[src/rtl/elastic_pipeline.sv]
// Elastic valid/ready pipeline of LEVEL register stages with bubble collapsing.
// Ports: clk/rst (sync, active-high), flush, s_* upstream, m_* downstream, count = held beats.
module elastic_pipeline #(
  parameter int DATA_WIDTH = 8,
  parameter int LEVEL      = 2
) (
  input  logic                         clk,
  input  logic                         rst,
  input  logic                         flush,
  input  logic [DATA_WIDTH-1:0]        s_data,
  input  logic                         s_valid,
  output logic                         s_ready,
  output logic [DATA_WIDTH-1:0]        m_data,
  output logic                         m_valid,
  input  logic                         m_ready,
  output logic [$clog2(LEVEL+1)-1:0]   count
);

  localparam int CW = $clog2(LEVEL+1);

  logic [LEVEL-1:0]      v_q;
  logic [LEVEL-1:0]      v_d;
  logic [LEVEL-1:0]      en;
  logic [LEVEL-1:0]      in_v;
  logic [DATA_WIDTH-1:0] d_q [LEVEL];
  logic [DATA_WIDTH-1:0] d_d [LEVEL];

  // A stage may advance when any stage at or after it is empty,
  // or the sink is taking the last beat.
  function automatic logic [LEVEL-1:0] calc_en(
    input logic [LEVEL-1:0] v,
    input logic             rdy
  );
    logic [LEVEL-1:0] e;
    logic             acc;
    acc = rdy;
    e   = '0;
    for (int i = LEVEL-1; i >= 0; i--) begin
      acc  = acc | ~v[i];
      e[i] = acc;
    end
    return e;
  endfunction

  function automatic logic [CW-1:0] popcnt(
    input logic [LEVEL-1:0] v
  );
    logic [CW-1:0] n;
    n = '0;
    for (int i = 0; i < LEVEL; i++) begin
      n = n + CW'(v[i]);
    end
    return n;
  endfunction

  assign en      = calc_en(v_q, m_ready);
  assign s_ready = en[0] & ~flush & ~rst;
  assign m_valid = v_q[LEVEL-1];
  assign m_data  = d_q[LEVEL-1];
  assign count   = popcnt(v_q);

  always_comb begin
    in_v    = '0;
    in_v[0] = s_valid & s_ready;
    for (int i = 1; i < LEVEL; i++) begin
      in_v[i] = v_q[i-1];
    end
  end

  // Data only moves with a valid beat so empty slots keep old payload.
  always_comb begin
    v_d = v_q;
    for (int i = 0; i < LEVEL; i++) begin
      d_d[i] = d_q[i];
    end
    if (en[0]) begin
      v_d[0] = in_v[0];
      if (in_v[0]) begin
        d_d[0] = s_data;
      end
    end
    for (int i = 1; i < LEVEL; i++) begin
      if (en[i]) begin
        v_d[i] = in_v[i];
        if (in_v[i]) begin
          d_d[i] = d_q[i-1];
        end
      end
    end
  end

  always_ff @(posedge clk) begin
    if (rst) begin
      v_q <= '0;
      for (int i = 0; i < LEVEL; i++) begin
        d_q[i] <= '0;
      end
    end else if (flush) begin
      v_q <= '0;
    end else begin
      v_q <= v_d;
      d_q <= d_d;
    end
  end

endmodule
[config.mk]
export PLATFORM = sky130hd
export DESIGN_NAME = elastic_pipeline
export DESIGN_NICKNAME = d
export VERILOG_FILES = /design/src/rtl/elastic_pipeline.sv
export SDC_FILE = /design/constraint.sdc
export NUM_CORES = 1
export LEC_CHECK = 0
export BUFFER_PORTS_ARGS = -buffer_cell sky130_fd_sc_hd__buf_4
export CORE_MARGIN = 3
export CORE_UTILIZATION = 51
export CTS_BUF_LIST = sky130_fd_sc_hd__clkbuf_2
export DETAILED_ROUTE_END_ITERATION = 16
export PLACE_DENSITY = 0.79
export SYNTH_ARGS = -nofsm -noshare
export SYNTH_HDL_FRONTEND = slang
export SYNTH_SLANG_ARGS = --single-unit
[constraint.sdc]
create_clock -name clk -period 3.6 [get_ports clk]
set_clock_uncertainty 0.15 [all_clocks]
set_input_delay 0.36 -clock clk [delete_from_list [all_inputs] [get_ports clk]]
set_output_delay 0.36 -clock clk [all_outputs]
set_load 0.1 [all_outputs]
==> impl_metrics.yaml, run 1 <==
placement:
  gp_congestion: 0.748
  place_inst: 119
  dp_hpwl_um: 1170
  dp_worst_setup_slack_ps: 1770
  placed_area_um2: 971
  io_buffers: 24
critical_path:
  r2r-end: "m_data[3]"
  crit_path_max_fanout: 9
  path_buf_inv: 1
  required_ps: 3090
  cp_slowest_cell: "dfxtp_1"
  rr_worst_depth: 3
  crit_family: "simple AND/OR/NAND/NOR gates"
  cp_slowest_stage_delay_ps: 400
  crit_type: "reg2out"
  end_kind: "output port"
  crit_path_cell_trace: "and3b_1 > nor3_4 > buf_4"
  worst_r2r_startpoint: "v_q[1]"
  cp.arrival_ps: 1600
  rrSetupSlack_ps: 2150
  setup.worst_path.start_class: "flop"
clocking:
  clk_latency_ps: 290
  clock_path_buffers: 2
  htreeDepth: 1
  cts_hold_buf: 0
  cts_sinks: 18
  cts_setup_buffers: 0
  postCtsResizedCells: 0
  clock-root-buffer: "clkbuf_2"
  cts_made_buffers: 3
  clkTransAtPathRegs_ps: 150
  cts_tree: "built"
global_route:
  grt_max_degree: 21
  grtUsageTotal_pct: 16.7
  grt-ovfl-total: 0
  grt_pass1_vias: 585
  grt_pass1_wl_um: 2550
  antenna_found_initial: 0
timing:
  tns_ps: 0
  hold_violations: 0
  tightest_slew_ps: 486
  max_freq_ghz: 0.475
  period_minus_slack_ps: 2110
  setup_slack_ps: 1490
  report.final.slew_viol_count: 0
  setup_viol: 0
  rsz0062_at_grt: "no"
  slew_headroom_pct: 67.6
  finalCritPeriodShare_pct: 58.5
final_layout:
  nets: 122
  syn_to_final_growth_pct: 13.7
  fillers: 144
  finalNonFillerCells: 122
  diodes: 0
  design_area_um2: 986
  drive_gt1_share_pct: 35.8
detailed_routing:
  ant_nets: 0
  drt_wl_total_um: 1590
  routed_via_density: 5.37
  drt_iter0_markers: 13
  wl_per_cell_um: 13.0
  first_pass_iters: 4
  vias: 655
  drc: 0
logic_synthesis:
  yosysSeqAreaShare_pct: 41.6
  yosysTopAreaCellShare_pct: 41.6
  synth_top_area_cell: "dfxtp_1"
  synth_ff_type: "dfxtp_1"
  synth_nets: 107
  ys_ff_latch: 18
  synth_common_cells: "dfxtp_1 (18), a21oi_1 (16), buf_4 (9)"
  synthCells: 93
  synthArstFlopShare_pct: 0
  synth_area_um2: 867
  synth.top_cells.by_area: "dfxtp_1 (42%), a21oi_1 (9.2%), a31o_1 (8.1%)"
  synth.most_common_cell: "dfxtp_1"
  syn_area_per_cell_um2: 9.32
  synth-edff-count: 0
  synth_warnings: 0
  yosysUniqueCellTypes: 20
min_path:
  worstHoldStart: "s_data[2]"
  worstHoldEndpoint: "d_q[10]"
  hold_path_depth: 2
  hold_class: "in2reg"
floorplan:
  rows: 14
  io_pins: 25
  fp.dieArea_um2: 2230
  core-area_um2: 1560
  die_w_um: 47.2
  initial_utilization_pct: 55.6
  dieHeight_um: 47.2
run:
  drv_cap: 0
power_and_ir_drop:
  seq_power_share_pct: 61.1
  p_sw_uw: 93.0
  pwr-share-clk_pct: 23.3
  swShare_pct: 27.2
  power.internal_uw: 249
  comb_power_share_pct: 15.6
  p_per_area_nw_per_um2: 347
  vdd_drop_max_v: 0.000227
  power_leakage_nw: 0.401
status:
  status: "complete, no violations"
[flip-flops by register name, indices dropped and copies added, names as in the netlist]
signal	flops
m_data	8
v_q	2
d_q	8
[logic make-up after synthesis]
kind of cell    after synthesis  synth area share, %
compound gates               32                 21.9
simple gates                 28                 24.0
flops                        18                 41.6
buf+inv                      14                 11.1
fa+ha+maj                     1                 1.44
[power groups by stage]
stage / Clock (mW) / Combinational (mW) / Sequential [mW]
detailed placement: 0 / 0.0533 / 0.213
finish: 0.0798 / 0.0533 / 0.209
CTS: 0.0838 / 0.0535 / 0.209
global route: 0.0914 / 0.0572 / 0.210
global placement: 0 / 0.0527 / 0.213
floorplan: 0 / 0.0373 / 0.214
[how the worst max path moves through the flow]
stage / start / end / slack, ps / depth (start not counted)
3_3_place_gp: m_ready / s_ready / 1770 / 4
6_report: v_q[1] / s_ready / 1490 / 3
5_1_grt: v_q[1] / s_ready / 1400 / 3
3_5_place_dp: m_ready / s_ready / 1770 / 4
4_1_cts: v_q[1] / s_ready / 1480 / 3
2_1_floorplan: v_q[1] / s_ready / 1140 / 2
[metrics by stage]
stage	hold slack, ps	utilization (%)	power, mW
after global placement	303	62.3	0.266
after global routing	102	63.2	0.359
final	119	63.2	0.342
after CTS	106	63.2	0.347
after floorplan	289	-	0.251
after detailed placement	308	62.3	0.267
[area by class of cell]
class                      count  area, µm²  share of cell area, %
sequential                    18        360                   36.5
clock buffer                   3       15.0                   1.52
timing repair buffer          24        180                   18.3
tap                           16       20.0                   2.03
multi-input combinational     61        410                   41.6
[layer usage]
metal,wire length [µm],share of wire [%],vias to the layer above,track usage (%)
li1,-,-,348,-
met1,722,45,284,21.9
met2,754,47,20,25.1
met3,85,5.4,3,4.60
met4,25,1.6,0,8.29
met5,0,0,-,0
[layout by cell type, fill, tap and decap left out, drive strengths merged]
cell and n:
a21oi 16, a31o 8, and3b 1, buf 24, clkbuf 3, dfxtp 18
ha 1, nand2b 2, nand3 8, nand3b 1, nor2 2, nor2b 2
nor3 3, nor3b 1, o21ai 8, or2b 8
Power figures use the tool's default switching activity.
==> run 2: changes to the inputs <==
Settings changed: CORE_UTILIZATION 51 to 47, PLACE_DENSITY 0.79 to 0.76.
Clock period 3.6 ns to 1.82 ns, I/O delays scaled along.
==> run 2 against run 1 <==
  * Sequential cell count is the same
  * Power is 110% higher
  * Wire length grew 10%
  * Critical endpoint unchanged
==> impl_metrics.yaml, run 2 (same netlist as run 1, synthesis figures left out) <==
critical_path:
  r2r-end: "m_data[0]"
  cp.arrival_ps: 1370
  cp_slowest_stage_delay_ps: 390
  rrSetupSlack_ps: 400
  crit_type: "reg2out"
  crit_path_max_fanout: 6
  crit_start: "v_q[0]"
  cp_slowest_cell: "dfxtp_1"
  crit_family: "simple AND/OR/NAND/NOR gates"
  worst_r2r_startpoint: "v_q[0]"
  endpoint: "s_ready"
  path_buf_inv: 1
  required_ps: 1490
  end_kind: "output port"
  rr_worst_depth: 3
  crit_path_cell_trace: "and3b_1 > nor3_4 > buf_6"
  setup.worst_path.start_class: "flop"
  path_depth: 3
final_layout:
  nets: 132
  final_common_cell: "buf_4"
  fillers: 141
  finalNonFillerCells: 141
  area.sequential_um2: 364
  drive_gt1_share_pct: 34.2
  final_cell_mix: "buf_4 (24), dfxtp_1 (17), a21oi_1 (16), dlygate4sd3_1 (9)"
  syn_to_final_growth_pct: 27.4
  multi_input_area_um2: 410
  diodes: 0
timing:
  tightest_slew_ps: 498
  setup_viol: 0
  setup_slack_ps: 118
  hold_violations: 0
  report.final.slew_viol_count: 0
  rsz0062_at_grt: "no"
  tns_ps: 0
  max_freq_ghz: 0.587
  slew_headroom_pct: 66.7
  finalCritPeriodShare_pct: 93.5
  period_minus_slack_ps: 1700
global_route:
  grt-ovfl-total: 0
  grt_pass1_wl_um: 3040
  grtUsageTotal_pct: 16.0
  grt_max_degree: 21
  antenna_found_initial: 0
  grt_pass1_vias: 682
placement:
  dp_hpwl_um: 1280
  io_buffers: 24
  gp_congestion: 0.777
  place_inst: 128
  dp_worst_setup_slack_ps: 417
clocking:
  cts_setup_buffers: 0
  clk_latency_ps: 300
  clkTransAtPathRegs_ps: 180
  clock-root-buffer: "clkbuf_2"
  cts_made_buffers: 3
  clock_path_buffers: 2
  cts_tree: "built"
  cts_sinks: 18
  htreeDepth: 1
floorplan:
  io_pins: 25
  rows: 14
  fp.dieArea_um2: 2400
  dieHeight_um: 49.0
  die_w_um: 49.0
  core-area_um2: 1610
  initial_utilization_pct: 53.8
run:
  drv_cap: 0
min_path:
  hold_class: "in2reg"
power_and_ir_drop:
  vdd_drop_max_v: 0.000509
  p_per_area_nw_per_um2: 640
  power_leakage_nw: 0.446
detailed_routing:
  wl_per_cell_um: 12.4
  routed_via_density: 5.11
  drt_wl_total_um: 1750
  drc: 0
  first_pass_iters: 4
  vias: 720
  drt_iter0_markers: 7
  ant_nets: 0
status:
  status: "complete, no violations"
[run 2: cell types whose count changed in the layout (fill, tap and decap cells not counted), sizes merged]
cell,delta
buf,+1
clkinv,+1
dlygate4sd3,+9
[run 2: worst register-to-register path, delay by kind of cell, from the launching register on]
family | cells | cell delay (ps)
compound gates | 1 | 160
flops | 1 | 450
simple gates | 2 | 610
[run 2: how the worst min path moves through the flow]
stage,endpoint,startpoint,depth (start not counted),slack (ps)
final,d_q[11],s_valid,2,30
after global routing,m_data[4],rst,2,20
after CTS,d_q[11],s_valid,2,20
after detailed placement,d_q[9],s_data[1],2,270
after global placement,d_q[13],s_data[5],2,260
after floorplan,v_q[1],flush,1,100
[run 2: layer usage]
| metal | vias to the layer above | global-route usage [%] | routed length [µm] |
|---|---|---|---|
| li1 | 374 | - | - |
| met1 | 328 | 20.0 | 805 |
| met2 | 16 | 26.7 | 866 |
| met3 | 2 | 3.06 | 62 |
| met4 | 0 | 7.11 | 13 |
| met5 | - | 0 | 0 |
[run 2: timing repair]
item / 4_1_cts / 5_1_grt
endpoints found under the hold margin: 10 / 0
hold buffers: 9 / 0
setup endpoints to repair: 0 / 1
gates resized for setup: 0 / 1
[run 2: final cells by class]
type,instances,area share (%)
multi-input cells,61,37.1
flip-flops and latches,18,33.0
well taps,24,2.72
clock inverters,1,0.340
repair buffers,34,25.5
clock buffers,3,1.36
[run 2: report_power, final]
group	switching [mW]	internal [mW]	total, mW
sequential	0.00736	0.405	0.413
combinational	0.0676	0.0562	0.124
clock	0.122	0.0478	0.170
total	0.197	0.510	0.707
[run 2: per-stage QoR]
| step | hold WS (ps) | power [mW] | utilization [%] | cell area (µm²) |
|---|---|---|---|---|
| final | 34.1 | 0.707 | 68.6 | 1100 |
| after global routing | 21.6 | 0.740 | 68.6 | 1100 |
| after CTS | 24.4 | 0.711 | 68.3 | 1100 |
| after detailed placement | 266 | 0.528 | 61.6 | 992 |
| after global placement | 262 | 0.527 | 61.6 | 992 |
| after floorplan | 101 | 0.495 | - | 871 |
